### config.mk
export PLATFORM = sky130hd
export DESIGN_NAME = mp_add_seq
export DESIGN_NICKNAME = d
export VERILOG_FILES = /design/src/rtl/mp_add_seq_pkg.sv /design/src/rtl/fa_8bits.sv /design/src/rtl/mp_add_seq.sv
export SDC_FILE = /design/constraint.sdc
export NUM_CORES = 1
export LEC_CHECK = 0
export CORE_AREA = 8 8 166 168
export DETAILED_ROUTE_END_ITERATION = 6
export DIE_AREA = 0 0 174 176
export PLACE_DENSITY = 0.47
export SLEW_MARGIN = 20
export SYNTH_ARGS = -nofsm -noshare
export SYNTH_HDL_FRONTEND = slang
export SYNTH_SLANG_ARGS = --single-unit
### constraint.sdc
create_clock -name clk -period 7.17 [get_ports clk]
set_clock_uncertainty 0.2 [all_clocks]
set_input_delay 1.0755 -clock clk [delete_from_list [all_inputs] [get_ports clk]]
set_output_delay 1.0755 -clock clk [all_outputs]
set_load 0.02 [all_outputs]
### src/rtl/mp_add_seq_pkg.sv
// Shared definitions for the byte-serial add/subtract controllers:
// FSM state encodings and index-width helper.
package mp_add_seq_pkg;

    typedef enum logic [1:0] {
        ST_IDLE = 2'd0,
        ST_RUN  = 2'd1,
        ST_DONE = 2'd2
    } state_t;

    // A single-byte operand still needs a one-bit index register.
    function automatic int idx_width(input int nbytes);
        return (nbytes <= 1) ? 1 : $clog2(nbytes);
    endfunction

endpackage

### src/rtl/fa_8bits.sv
// Purely combinational 8-bit ripple-carry adder, shared by the
// multi-precision sequencers.
module fa_8bits (
    input  logic [7:0] a,
    input  logic [7:0] b,
    input  logic       cin,
    output logic [7:0] sum,
    output logic       cout
);

    logic [8:0] c;

    always_comb begin
        c    = '0;
        sum  = '0;
        c[0] = cin;
        for (int i = 0; i < 8; i++) begin
            sum[i]   = a[i] ^ b[i] ^ c[i];
            c[i + 1] = (a[i] & b[i]) | (c[i] & (a[i] ^ b[i]));
        end
        cout = c[8];
    end

endmodule

### src/rtl/mp_add_seq.sv
// Multi-precision add/subtract sequencer: one fa_8bits reused LSB byte
// first, carry held between bytes, result published only when complete.
module mp_add_seq
    import mp_add_seq_pkg::*;
#(
    parameter int NBYTES = 4
) (
    input  logic                clk,
    input  logic                rst_n,
    input  logic                start,
    input  logic                sub,
    input  logic [8*NBYTES-1:0] a,
    input  logic [8*NBYTES-1:0] b,
    output logic                ready,
    output logic                busy,
    output logic                done,
    output logic [8*NBYTES-1:0] result,
    output logic                cout,
    output logic                ovf
);

    localparam int W  = 8 * NBYTES;
    localparam int IW = idx_width(NBYTES);

    state_t                  state;
    logic [IW-1:0]           idx;
    logic                    carry;
    logic [NBYTES-1:0][7:0]  opa;
    logic [NBYTES-1:0][7:0]  opb;
    logic [NBYTES-1:0][7:0]  work;
    logic [NBYTES-1:0][7:0]  next_work;

    logic [7:0] i0;
    logic [7:0] i1;
    logic [7:0] fa_sum;
    logic       fa_cout;
    logic       last_byte;

    fa_8bits u_fa (
        .a    (i0),
        .b    (i1),
        .cin  (carry),
        .sum  (fa_sum),
        .cout (fa_cout)
    );

    // opb already holds b or ~b, so the adder never sees the sub flag.
    always_comb begin
        i0        = '0;
        i1        = '0;
        next_work = work;
        for (int i = 0; i < NBYTES; i++) begin
            if (idx == IW'(i)) begin
                i0           = opa[i];
                i1           = opb[i];
                next_work[i] = fa_sum;
            end
        end
    end

    assign last_byte = (idx == IW'(NBYTES - 1));
    assign busy      = ~ready;

    always_ff @(posedge clk or negedge rst_n) begin
        if (!rst_n) begin
            state  <= ST_IDLE;
            idx    <= '0;
            carry  <= 1'b0;
            opa    <= '0;
            opb    <= '0;
            work   <= '0;
            ready  <= 1'b1;
            done   <= 1'b0;
            result <= '0;
            cout   <= 1'b0;
            ovf    <= 1'b0;
        end else begin
            case (state)
                ST_IDLE: begin
                    done <= 1'b0;
                    if (start) begin
                        opa   <= a;
                        opb   <= b ^ {W{sub}};
                        carry <= sub;
                        idx   <= '0;
                        ready <= 1'b0;
                        state <= ST_RUN;
                    end
                end
                ST_RUN: begin
                    work  <= next_work;
                    carry <= fa_cout;
                    idx   <= idx + 1'b1;
                    if (last_byte) begin
                        idx    <= '0;
                        result <= next_work;
                        cout   <= fa_cout;
                        ovf    <= (i0[7] == i1[7]) & (fa_sum[7] != i0[7]);
                        done   <= 1'b1;
                        state  <= ST_DONE;
                    end
                end
                ST_DONE: begin
                    done  <= 1'b0;
                    ready <= 1'b1;
                    state <= ST_IDLE;
                end
                default: begin
                    done  <= 1'b0;
                    ready <= 1'b1;
                    state <= ST_IDLE;
                end
            endcase
        end
    end

endmodule
Word-level counts from Yosys, hierarchy flattened
Cells that the tools add are included.
Word-level totals
  register bits: 137
  input bits: 68
Cells by class
  equal/unequal tests: 8
  bitwise logic cells: 44
  add/subtract/negate cells: 1
  reductions and logical operators: 8
  multiplexer cells: 24
Operator list (count)
  8-bit 2-to-1 mux: 12
  32-bit XOR: 1
  1-bit AND: 17
  1-bit XOR: 16
  2-bit AND reduction: 5
  2-bit 2-to-1 mux: 4
  1-bit OR: 8
  2-bit one-hot mux with 2 select lines: 2
  2-bit by 1-bit equality test with 1-bit output, second input constant: 2
  2-bit equality test, second input constant: 2
  2-bit zero test: 2
  1-bit 2-to-1 mux: 4
  2-bit inequality test, second input constant: 2
  1-bit one-hot mux with 2 select lines: 2
  2-bit by 1-bit adder with 2-bit output, second input constant: 1
  1-bit NOT: 2
  2-bit nonzero test: 1
  1-bit equality test: 1
  1-bit inequality test: 1

Longest topological paths before layout
Gate-level depths: netlist (run 1).
  word-level depth: 23
  mapped depth: 21

Modules after synthesis
Synthesis (run 1) repeated with hierarchy kept, for this count alone.
Second synthesis, totals
  cell total of the unflattened synthesis: 534
  area, all modules: 6022.0 µm²
Modules (own cells, without submodules)
  mp_add_seq: instances 1, area an instance 5824.3 µm², cells an instance 516
  fa_8bits: instances 1, area an instance 197.7 µm², cells an instance 18

Worst setup path before layout (run 1)
OpenSTA, ideal clock, no wires.
  kind: flip-flop to flip-flop
  start: register idx[1]
  end: register ovf
  path slack: 2.337 ns
  path buffers: 2
  arrival: 4.564 ns
  cell stages (with the launch flop): 22
  library setup time: 0.068 ns
  required time: 6.902 ns
  cells stage by stage: dfrtp_1 > inv_1 > ha_1 > clkbuf_2 > buf_2 > a221oi_1 > nor3_1 > a21oi_1 > fa_1 > fa_1 > fa_1 > fa_1 > fa_1 > inv_1 > fa_1 > fa_1 > inv_1 > fa_1 > inv_1 > nor2_1 > nand4b_1 > nand3_1
Between the ends
  word-level cells in the longest chain between the ends: 23
Ends and longest elaborated chain
  from (decl): line mp_add_seq.sv:26  | logic [IW-1:0] idx;
  from (signal assigned): line mp_add_seq.sv:93  | idx <= idx + 1'b1;
  2-bit zero test: line mp_add_seq.sv:53  | if (idx == IW'(i)) begin
  8-bit 2-to-1 mux (4 in series): line mp_add_seq.sv:53
  1-bit XOR: line fa_8bits.sv:19  | c[i + 1] = (a[i] & b[i]) | (c[i] & (a[i] ^ b[i]));
  1-bit AND: line fa_8bits.sv:19
  1-bit OR: line fa_8bits.sv:19
  1-bit AND: line fa_8bits.sv:19
  1-bit OR: line fa_8bits.sv:19
  1-bit AND: line fa_8bits.sv:19
  [... 4 more ...]
  1-bit OR: line fa_8bits.sv:19
  1-bit AND: line fa_8bits.sv:19
  1-bit OR: line fa_8bits.sv:19
  1-bit AND: line fa_8bits.sv:19
  1-bit OR: line fa_8bits.sv:19
  1-bit XOR: line fa_8bits.sv:18  | sum[i] = a[i] ^ b[i] ^ c[i];
  1-bit inequality test: line mp_add_seq.sv:98  | ovf <= (i0[7] == i1[7]) & (fa_sum[7] != i0[7]);
  1-bit AND: line mp_add_seq.sv:98
  to (signal assigned): line mp_add_seq.sv:98
  to (decl): line mp_add_seq.sv:19  | output logic ovf
Several ways; a longest one is shown, not always the timed one.
A chain may end at the register's enable or synchronous reset.

Worst setup path in the final report (run 1)
  start: register idx[0]
  end: register ovf
The elaborated chain is that of the path after synthesis.

==> results of run 1 <==
## cell usage in the layout, fill, tap and decap left out, types with 2 or more instances in the layout
cell / n
nand2b_1: 2
nand2_4: 4
o21ai_1: 24
nor2_1: 37
ha_1: 3
dfrtp_1: 128
fa_1: 8
a21oi_1: 52
clkinv_2: 4
nand2_1: 68
xnor2_1: 32
a21o_1: 2
mux2_2: 38
bufinv_16: 2
clkinvlp_4: 4
nor2b_1: 23
o21ai_0: 31
inv_1: 12
clkdlybuf4s50_1: 102
buf_4: 5
a221oi_1: 12
clkbuf_1: 3
ha_2: 2
clkbuf_8: 2
nand3b_1: 3
clkbuf_16: 17
a22o_1: 2
mux2i_1: 22
nor3_1: 11
## cells by family (layout without fill, tap and decap cells)
group                    count (synthesis)  count (layout)  share of synthesized area
AND/OR/NAND/NOR                        155             155                      0.120
multiplexers                            60              60                      0.106
flip-flops                             129             129                      0.529
buffers and inverters                   53             153                     0.0465
adder cells (fa/ha/maj)                 13              13                     0.0365
AO/OA/AOI/OAI                          127             127                      0.115
XOR/XNOR                                32              32                     0.0459
## flip-flops by register name, summed over array words and instances (netlist names)
name    flops
opb        32
cout        1
opa        32
ovf         1
work       24
ready       1
idx         2
done        1
carry       1
result     32
state       2
## layer usage
metal	vias up	GRT usage
li1	2100	-
met1	2081	0.140
met2	111	0.163
met3	9	0.0374
met4	0	0.0317
met5	-	0
## Yosys cell counts (8+ instances only)
cell type / instances / area share
a221oi_1: 12 / 0.017
mux2i_1: 22 / 0.036
nor2b_1: 23 / 0.024
nor2_1: 37 / 0.023
xnor2_1: 32 / 0.046
dfrtp_1: 128 / 0.52
mux2_2: 38 / 0.070
a21oi_1: 52 / 0.043
inv_1: 12 / 0.0074
o21ai_1: 24 / 0.020
nand2_1: 68 / 0.042
buf_2: 22 / 0.018
o21ai_0: 31 / 0.025
nor3_1: 11 / 0.0090
fa_1: 8 / 0.026
## metrics by stage
step | area (um^2) | hold slack, ns | util | setup slack [ns] | total power [mW]
finish | 7920 | 0.275 | 0.319 | 1.48 | 4.53
global placement | 7350 | 0.258 | 0.296 | 1.65 | 3.71
CTS | 7920 | 0.281 | 0.319 | 1.44 | 4.61
global route | 7920 | 0.296 | 0.319 | 1.16 | 4.89
floorplan | 6100 | 0.243 | - | 2.34 | 2.89
detailed placement | 7350 | 0.269 | 0.296 | 1.45 | 3.75
## power by group
group          switching [mW]  internal [mW]
combinational            1.39          0.969
sequential              0.232           1.10
clock                   0.315          0.527
total                    1.93           2.60
## path summary, 6_finish.rpt
path / depth (start not counted) / from / end
worst max-delay path: 20 / idx[0] / ovf
worst min-delay path: 2 / work[8] / work[8]
worst max register to register: 20 / idx[0] / ovf
worst min register to register: 2 / work[8] / work[8]
max in group asynchronous: 2 / rst_n / opb[24]
min in group asynchronous: 1 / rst_n / result[5]
## cell type report
type,instances,share of cell area
repair buffers,108,0.134
clock inverters,10,0.0139
clock buffers,22,0.0586
flip-flops and latches,129,0.408
well taps,330,0.0521
multi-input cells,387,0.327
inverters,13,0.00616
## worst max-delay path, cell delays in order, from the launching register on
cell and delay (ns):
dfrtp_1 0.43, inv_1 0.11, ha_1 0.66, buf_4 0.32
a221oi_1 0.11, nor3_1 0.19, a21oi_1 0.08, fa_1 0.44
fa_1 0.39, fa_1 0.39, fa_1 0.40, fa_1 0.37
inv_1 0.09, fa_1 0.21, fa_1 0.18, inv_1 0.05
fa_1 0.57, inv_1 0.12, nor2_1 0.11, nand4b_1 0.10
nand3_1 0.12
==> impl_metrics.env, run 1 <==
export IMPL_io_pin_count=105
export IMPL_clock_latency_ns=0.42
export IMPL_cp_arrival_ns=5.84
export IMPL_p_leak_nw=3.25
export IMPL_die_area_um2=30600
export IMPL_p_per_area_nw_per_um2=572
export IMPL_setup_viol=0
export IMPL_wl_met3_um=894
export IMPL_drc=0
export IMPL_grt_pass1_wl_um=25500
export IMPL_grt_use_total=0.106
export IMPL_hp_class="register to register"
export IMPL_vias_per_cell=4.31
export IMPL_cts_buffer_depth=2
export IMPL_wl_um=16100
export IMPL_avgSynthCellArea_um2=10.7
export IMPL_synth_cell_type_count=39
export IMPL_htree_levels=4
export IMPL_cts_setup_buffers=0
export IMPL_n_fill_cell=2591
export IMPL_cp_data_required_time_ns=7.32
export IMPL_drive_gt1_frac=0.127
export IMPL_initial_core_util=0.246
export IMPL_seq_area_um2=3230
export IMPL_cts_inserted_buffers=17
export IMPL_area_growth_pct=29.8
export IMPL_clock_sinks=129
export IMPL_ant_nets=0
export IMPL_maxSlewHeadroom=0.335
export IMPL_regToRegSetupSlack_ns=1.48
export IMPL_hold_viol=0
export IMPL_synth_nets=650
export IMPL_syn_inst=569
export IMPL_crit_type="register to register"
export IMPL_synth_edf_count=0
export IMPL_worstMarginPinSlew_ns=0.997
export IMPL_cts_tree="built"
export IMPL_grt_pass1_vias=4463
export IMPL_chipWidth_um=174
export IMPL_drt_pass1_iterations=4
export IMPL_grt_max_degree=88
export IMPL_rsz0062_at_grt="false"
export IMPL_ys_ff_latch=129
export IMPL_portBuffers=104
export IMPL_vias=4301
export IMPL_die_h_um=176
export IMPL_layout_cells_non_filler=999
export IMPL_cts_resized=0
export IMPL_dr_max_layer_used="met4"
export IMPL_ys_flop_type="dfrtp_1"
export IMPL_coreArea_um2=24800
export IMPL_dp_hpwl_um=11700
export IMPL_max_cap_violations=0
export IMPL_fin_nets=737
export IMPL_drv_slew=0
export IMPL_drt_first_iter_violations=219
export IMPL_peakVddDrop_mv=0.249
export IMPL_synth_area_um2=6100
export IMPL_crit_fanout=13
export IMPL_yosys_warnings=0
export IMPL_dp_cells=967
export IMPL_cp_start_kind="register"
export IMPL_cp_end_kind="register"
export IMPL_yosysSeqAreaShare=0.529
export IMPL_timing_final_crit_share=0.794
export IMPL_tns_ns=0
export IMPL_met1_length_um=7700
export IMPL_fp_row_count=58
export IMPL_gp_congestion=0.743
export IMPL_postSynth_asyncResetShare=1.00
export IMPL_fin_crit_ns=5.69
export IMPL_antennaDiodeCount=0
export IMPL_clkTransAtPathRegs_ns=0.06
export IMPL_timing_fmax_mhz=176
export IMPL_antenna_found_initial=0
export IMPL_overflow=0
export IMPL_clock_tree_root_cell="clkbuf_16"
export IMPL_wl_met2_um=7330
export IMPL_wl_per_cell_um=16.1
export IMPL_multi_input_comb_area_um2=2590
export IMPL_cts_hold_buf=0
export IMPL_outcome="finished, final reports clean"
No activity file was read; power rests on OpenSTA's default activity.
==> inputs of run 2 (changes only) <==
--- a/config.mk
+++ b/config.mk
@@ -8,7 +8,7 @@
 export CORE_AREA = 8 8 166 168
 export DETAILED_ROUTE_END_ITERATION = 6
 export DIE_AREA = 0 0 174 176
-export PLACE_DENSITY = 0.47
+export PLACE_DENSITY = 0.49
 export SLEW_MARGIN = 20
 export SYNTH_ARGS = -nofsm -noshare
 export SYNTH_HDL_FRONTEND = slang
==> constraint.sdc (replaced) <==
create_clock -name clk -period 4.8 [get_ports clk]
set_clock_uncertainty 0.2 [all_clocks]
set_input_delay 0.72 -clock clk [delete_from_list [all_inputs] [get_ports clk]]
set_output_delay 0.72 -clock clk [all_outputs]
set_load 0.02 [all_outputs]
==> run 2 against run 1 <==
Largest cell class unchanged. Core utilization rose by 1.3 points. Count of clock-buffer cells in the layout did not move. Critical endpoint is now work[23]. First-iteration DRC count rose by 12%.
==> impl_metrics.env, run 2 (same netlist as run 1, synthesis figures left out) <==
export IMPL_outcome="finished, final reports clean"
export IMPL_die_h_um=176
export IMPL_clock_sinks=129
export IMPL_cts_tree="built"
export IMPL_antenna_found_initial=0
export IMPL_grt_use_total=0.109
export IMPL_cp_arrival_ns=4.75
export IMPL_seqPwrFrac=0.278
export IMPL_ant_nets=0
export IMPL_worstRegToRegCells=19
export IMPL_hold_viol=0
export IMPL_setup_viol=0
export IMPL_peakVddDrop_mv=0.308
export IMPL_fin_hold_ws_ns=0.0818
export IMPL_clock_latency_ns=0.42
export IMPL_seq_area_um2=3230
export IMPL_path_common_cell="fa_2"
export IMPL_die_area_um2=30600
export IMPL_crit_type="register to register"
export IMPL_p_per_area_nw_per_um2=870
export IMPL_final_common_cell="dfrtp_1"
export IMPL_drt_pass1_iterations=4
export IMPL_multi_input_comb_area_um2=2680
export IMPL_post_place_ws_ns=-0.0313
export IMPL_crit_fanout=5
export IMPL_p_total_mw=7.17
export IMPL_clkPwrFrac=0.195
export IMPL_cts_inserted_buffers=17
export IMPL_drc=0
export IMPL_p_comb_frac=0.526
export IMPL_drt_first_iter_violations=245
export IMPL_htree_levels=4
export IMPL_p_leak_nw=3.40
export IMPL_overflow=0
export IMPL_p_int_mw=4.25
export IMPL_dp_hpwl_um=11700
export IMPL_grt_pass1_wl_um=26100
export IMPL_grt_max_degree=107
export IMPL_cp_data_required_time_ns=4.94
export IMPL_path_cells="ha_4 > buf_4 > nor2b_4 > a221oi_2 > nor3_2 > a21oi_2 > fa_2 > fa_2 > fa_2 > fa_2 > fa_2 > inv_2 > fa_2 > fa_1 > inv_1 > fa_1 > buf_4 > buf_4 > o21ai_0"
export IMPL_cp_end_kind="register"
export IMPL_portBuffers=104
export IMPL_timing_final_crit_share=0.960
export IMPL_worst_path_max_delay_cell="fa_1"
export IMPL_wl_per_cell_um=16.1
export IMPL_hp_class="input pin to async pin"
export IMPL_setup_slack_ns=0.191
export IMPL_vias_per_cell=4.28
export IMPL_worstSetupStartpoint="idx[0]"
export IMPL_regToRegSetupSlack_ns=0.19
export IMPL_largest_registers="opa x32, opb x32, result x32"
export IMPL_cts_hold_buf=0
export IMPL_area_growth_pct=35.0
export IMPL_max_cap_violations=0
export IMPL_grt_pass1_vias=4517
export IMPL_timing_fmax_mhz=217
export IMPL_cp_start_kind="register"
export IMPL_wl_um=16300
export IMPL_n_fill_cell=2587
export IMPL_reg2reg_from="idx[0]"
export IMPL_clock_tree_root_cell="clkbuf_16"
export IMPL_drive_gt1_frac=0.182
export IMPL_endpoint="work[23]"
export IMPL_switching_share=0.408
export IMPL_p_switching_mw=2.92
export IMPL_clkTransAtPathRegs_ns=0.06
export IMPL_initial_core_util=0.246
export IMPL_maxSlewHeadroom=0.291
export IMPL_final_cell_mix="126 x dfrtp_1, 102 x clkdlybuf4s50_1, 68 x nand2_1"
export IMPL_max_stage_delay_ns=0.47
export IMPL_worstMarginPinSlew_ns=1.06
export IMPL_gp_congestion=0.759
export IMPL_vias=4351
export IMPL_coreArea_um2=24800
export IMPL_drv_slew=0
export IMPL_fp_row_count=58
export IMPL_io_pin_count=105
export IMPL_fin_crit_ns=4.61
export IMPL_cts_buffer_depth=2
export IMPL_antennaDiodeCount=0
export IMPL_regToRegEndpoint="work[23]"
export IMPL_chipWidth_um=174
export IMPL_fin_nets=754
## run 2: worst min-delay path by stage
stage / from / end / slack [ns] / cells past startpoint
after floorplan: rst_n / carry / 0.22 / 0
after global placement: work[16] / work[16] / 0.26 / 2
after detailed placement: work[8] / work[8] / 0.27 / 2
after CTS: work[8] / work[8] / 0.28 / 2
after global routing: rst_n / result[21] / 0.12 / 1
final: rst_n / result[21] / 0.08 / 1
## run 2: worst max-delay path: cells and delay by family, from the launching register on
| kind | cells | cell delay, ns |
|---|---|---|
| AO/OA/AOI/OAI | 3 | 0.26 |
| adder cells (fa/ha/maj) | 9 | 2.78 |
| buffers and inverters | 5 | 0.55 |
| flip-flops | 1 | 0.45 |
| AND/OR/NAND/NOR | 2 | 0.30 |
## run 2: metrics by stage
stage	area, um^2	util	setup TNS, ns	cells
finish	8240	0.332	0	1016
global route	8240	0.332	-0.0444	1016
detailed placement	7440	0.300	-0.0313	977
floorplan	6110	-	0	569
global placement	7440	0.300	0	977
CTS	8110	0.327	0	1011
## run 2: layer usage
metal	up-vias	track usage	share of wire
met5	-	0	0
met4	0	0.0299	0.0091
met3	10	0.0344	0.047
met2	114	0.160	0.44
met1	2079	0.153	0.50
li1	2148	-	-
## run 2: area by class of cell
cell class,count,area share
timing repair buffer,125,0.149
multi-input combinational,387,0.325
tap,330,0.0501
clock inverter,10,0.0188
inverter,13,0.00592
clock buffer,22,0.0588
sequential,129,0.392
## run 2: timing repair
| item | CTS | global route |
|---|---|---|
| cloned | 0 | 0 |
| pin swaps | 2 | 8 |
| setup endpoints to repair | 4 | 10 |
| gates resized for setup | 3 | 23 |
| buffers inserted | 2 | 4 |
## run 2: power groups by stage
stage          combinational [mW]  clock, mW  sequential (mW)
3_5_place_dp                 3.62          0             2.01
4_1_cts                      3.70       1.43             1.99
2_1_floorplan                2.26          0             2.06
5_1_grt                      4.25       1.48             2.07
3_3_place_gp                 3.57          0             2.01
6_report                     3.77       1.40             1.99
==> patch (settings of run 2) <==
Make the reset (`rst_n`) synchronous in one clocked block.
--- a/src/rtl/mp_add_seq.sv
+++ b/src/rtl/mp_add_seq.sv
@@ -62,5 +62,5 @@
     assign busy      = ~ready;
 
-    always_ff @(posedge clk or negedge rst_n) begin
+    always_ff @(posedge clk) begin
         if (!rst_n) begin
             state  <= ST_IDLE;
Check against the original RTL: differs if rst_n is asserted again (counterexample within 4 cycles, from zero or initial values and one cycle with rst_n low); with rst_n held inactive, the same outputs for 10 cycles.
==> patch against run 2 <==
Non-clock buffer count shrank 6. Synthesized cell count grew 18%. Final area shrank 4.3%. Sequential cell count is the same. Worst setup slack lost 22 ps. Global-route usage shrank 0.065 points. Wire length grew 0.94%. Area after synthesis shrank 3.4%. Final cell count grew 7.3%. Via count grew 7.6%. Critical path type unchanged. Critical endpoint is now result[15].
Power is not compared: it rests on default switching activity, and its combinational part moved more than twofold at a synthesized area within 25%.
==> patch: results (changes against run 2) <==
| Metric | Value |
|---|---|
| Count of non-CTS inverters in the layout | `10 (-3)` |
| Post-Place Cells | `1,058 (+8.3%)` |
| Seq. pwr | `between 1 and 1.5 mW` |
| Synth top cells by count | `nand2_1, dfxtp_1, o211a_1, o21ai_0, a21boi_0` |
| Class of the worst hold path | `flip-flop to flip-flop` |
| GR Util met3 | `0.0382 (+0.00385)` |
| Status | `finished clean` |
| Clk buf depth | `2 (unchanged)` |
| Total GRT Usage | `0.109 (-0.000649)` |
| Crit-path max cell delay | `450 ps (-20 ps)` |
| Depth of the worst register-to-register path | `19 (unchanged)` |
| Post-Route WL | `16,500 um (+0.94%)` |
| Final Wtd Congestion | `0.748 (-1.5%)` |
| CP max FO | `7 (+2)` |
| Avg Inst Size Synth | `8.79 um2 (-18%)` |
| Pwr Density | `around 370 nW/um2` |
| ClkCell Share | `0.0774 (-0.000178)` |
| Non-clk buf share | `0.148 (-0.00143)` |
| Share of flip-flops with an asynchronous set or reset | `0 (-1.00)` |
| WL met3 | `913 um (+18%)` |
| HPWL after detailed placement | `11,700 um (+0.43%)` |
| Vias per cell | `4.30 (+0.32%)` |
| Unique cell type count in the Yosys netlist | `36 (-7.7%)` |
| Slew headroom | `0.281 (-0.00941)` |
| Worst R2R Setup Slack | `170 ps (-20 ps)` |
| Initial detailed-routing violation count | `318 (+30%)` |
| Met2 wire len | `7190 um (+0.20%)` |
| Final Core Density | `0.318 (-0.0142)` |
| Multi-input logic area | `3070 um2 (+15%)` |
| Clock root cell | `clkbuf_16` |
| M1 GR Usage | `0.148 (-0.00472)` |
| Post-route met1 wirelength | `8260 um (+0.39%)` |
| Critical Path AT | `4720 ps (-30 ps)` |
| Largest net degree at the start of global routing | `95 (-11%)` |
| Initial antenna violation count | `0 (unchanged)` |
| Num sequential | `129 (unchanged)` |
| Cell area after placement | `7240 um2 (-2.7%)` |
| Setup bufs post-CTS | `0 (-2)` |
| Post-synthesis sequential area ratio | `0.438 (-0.0911)` |
| Storage cell area | `2590 um2 (-20%)` |
| Hold Slack | `250 ps (+168 ps)` |
| Number of diodes | `0 (unchanged)` |
| Fin nets | `828 (+9.8%)` |
| Non-clk bufs | `119 (-4.8%)` |
| Largest cells by area after synthesis | `dfxtp_1, nand2_1, o211a_1` |
| First-pass GRT wire length | `26,200 um (+0.61%)` |
| Met2 global-route usage | `0.162 (+0.00195)` |
| Reg-to-reg startpoint | `idx[1]` |
| Dpl ws | `38.0 ps (+69.4 ps)` |
| R2R Path End | `result[15]` |
| Fillers | `2,669 (+3.2%)` |
| Number of global-route vias before repair | `4,738 (+4.9%)` |
| WL/cell | `15.1 um (-5.9%)` |
| Hold path endpoint | `result[11]` |
| Synthesized Nets | `752 (+16%)` |
| #MultiIn Comb | `470 (+21%)` |
| Layout cells sized above 1 | `0.101 (-0.0809)` |
[patch: cell types whose count changed in the layout (fill, tap and decap cells not counted), sizes merged, moves of 6 or more]
cell,change
dfxtp,+129
dfrtp,-128
nand2,+97
o211a,+52
mux2,-38
a21boi,+34
a21oi,-33
nor2,-30
mux2i,-9
buf,-6
nor2b,+6
[patch: repair_timing]
item,CTS,global route
endpoints found under the setup margin,0,8
hold buffers,0,0
gates resized for setup,0,10
hold endpoints to repair,0,0
[patch: logic make-up (layout without fill, tap and decap cells)]
| group | Yosys count | count (layout) | share of synthesized area |
|---|---|---|---|
| compound gates | 179 | 179 | 0.228 |
| flops | 129 | 129 | 0.438 |
| buf+inv | 72 | 161 | 0.0541 |
| fa+ha+maj | 13 | 13 | 0.0378 |
| xor+xnor | 32 | 32 | 0.0475 |
| simple gates | 233 | 233 | 0.172 |
| mux | 13 | 13 | 0.0221 |
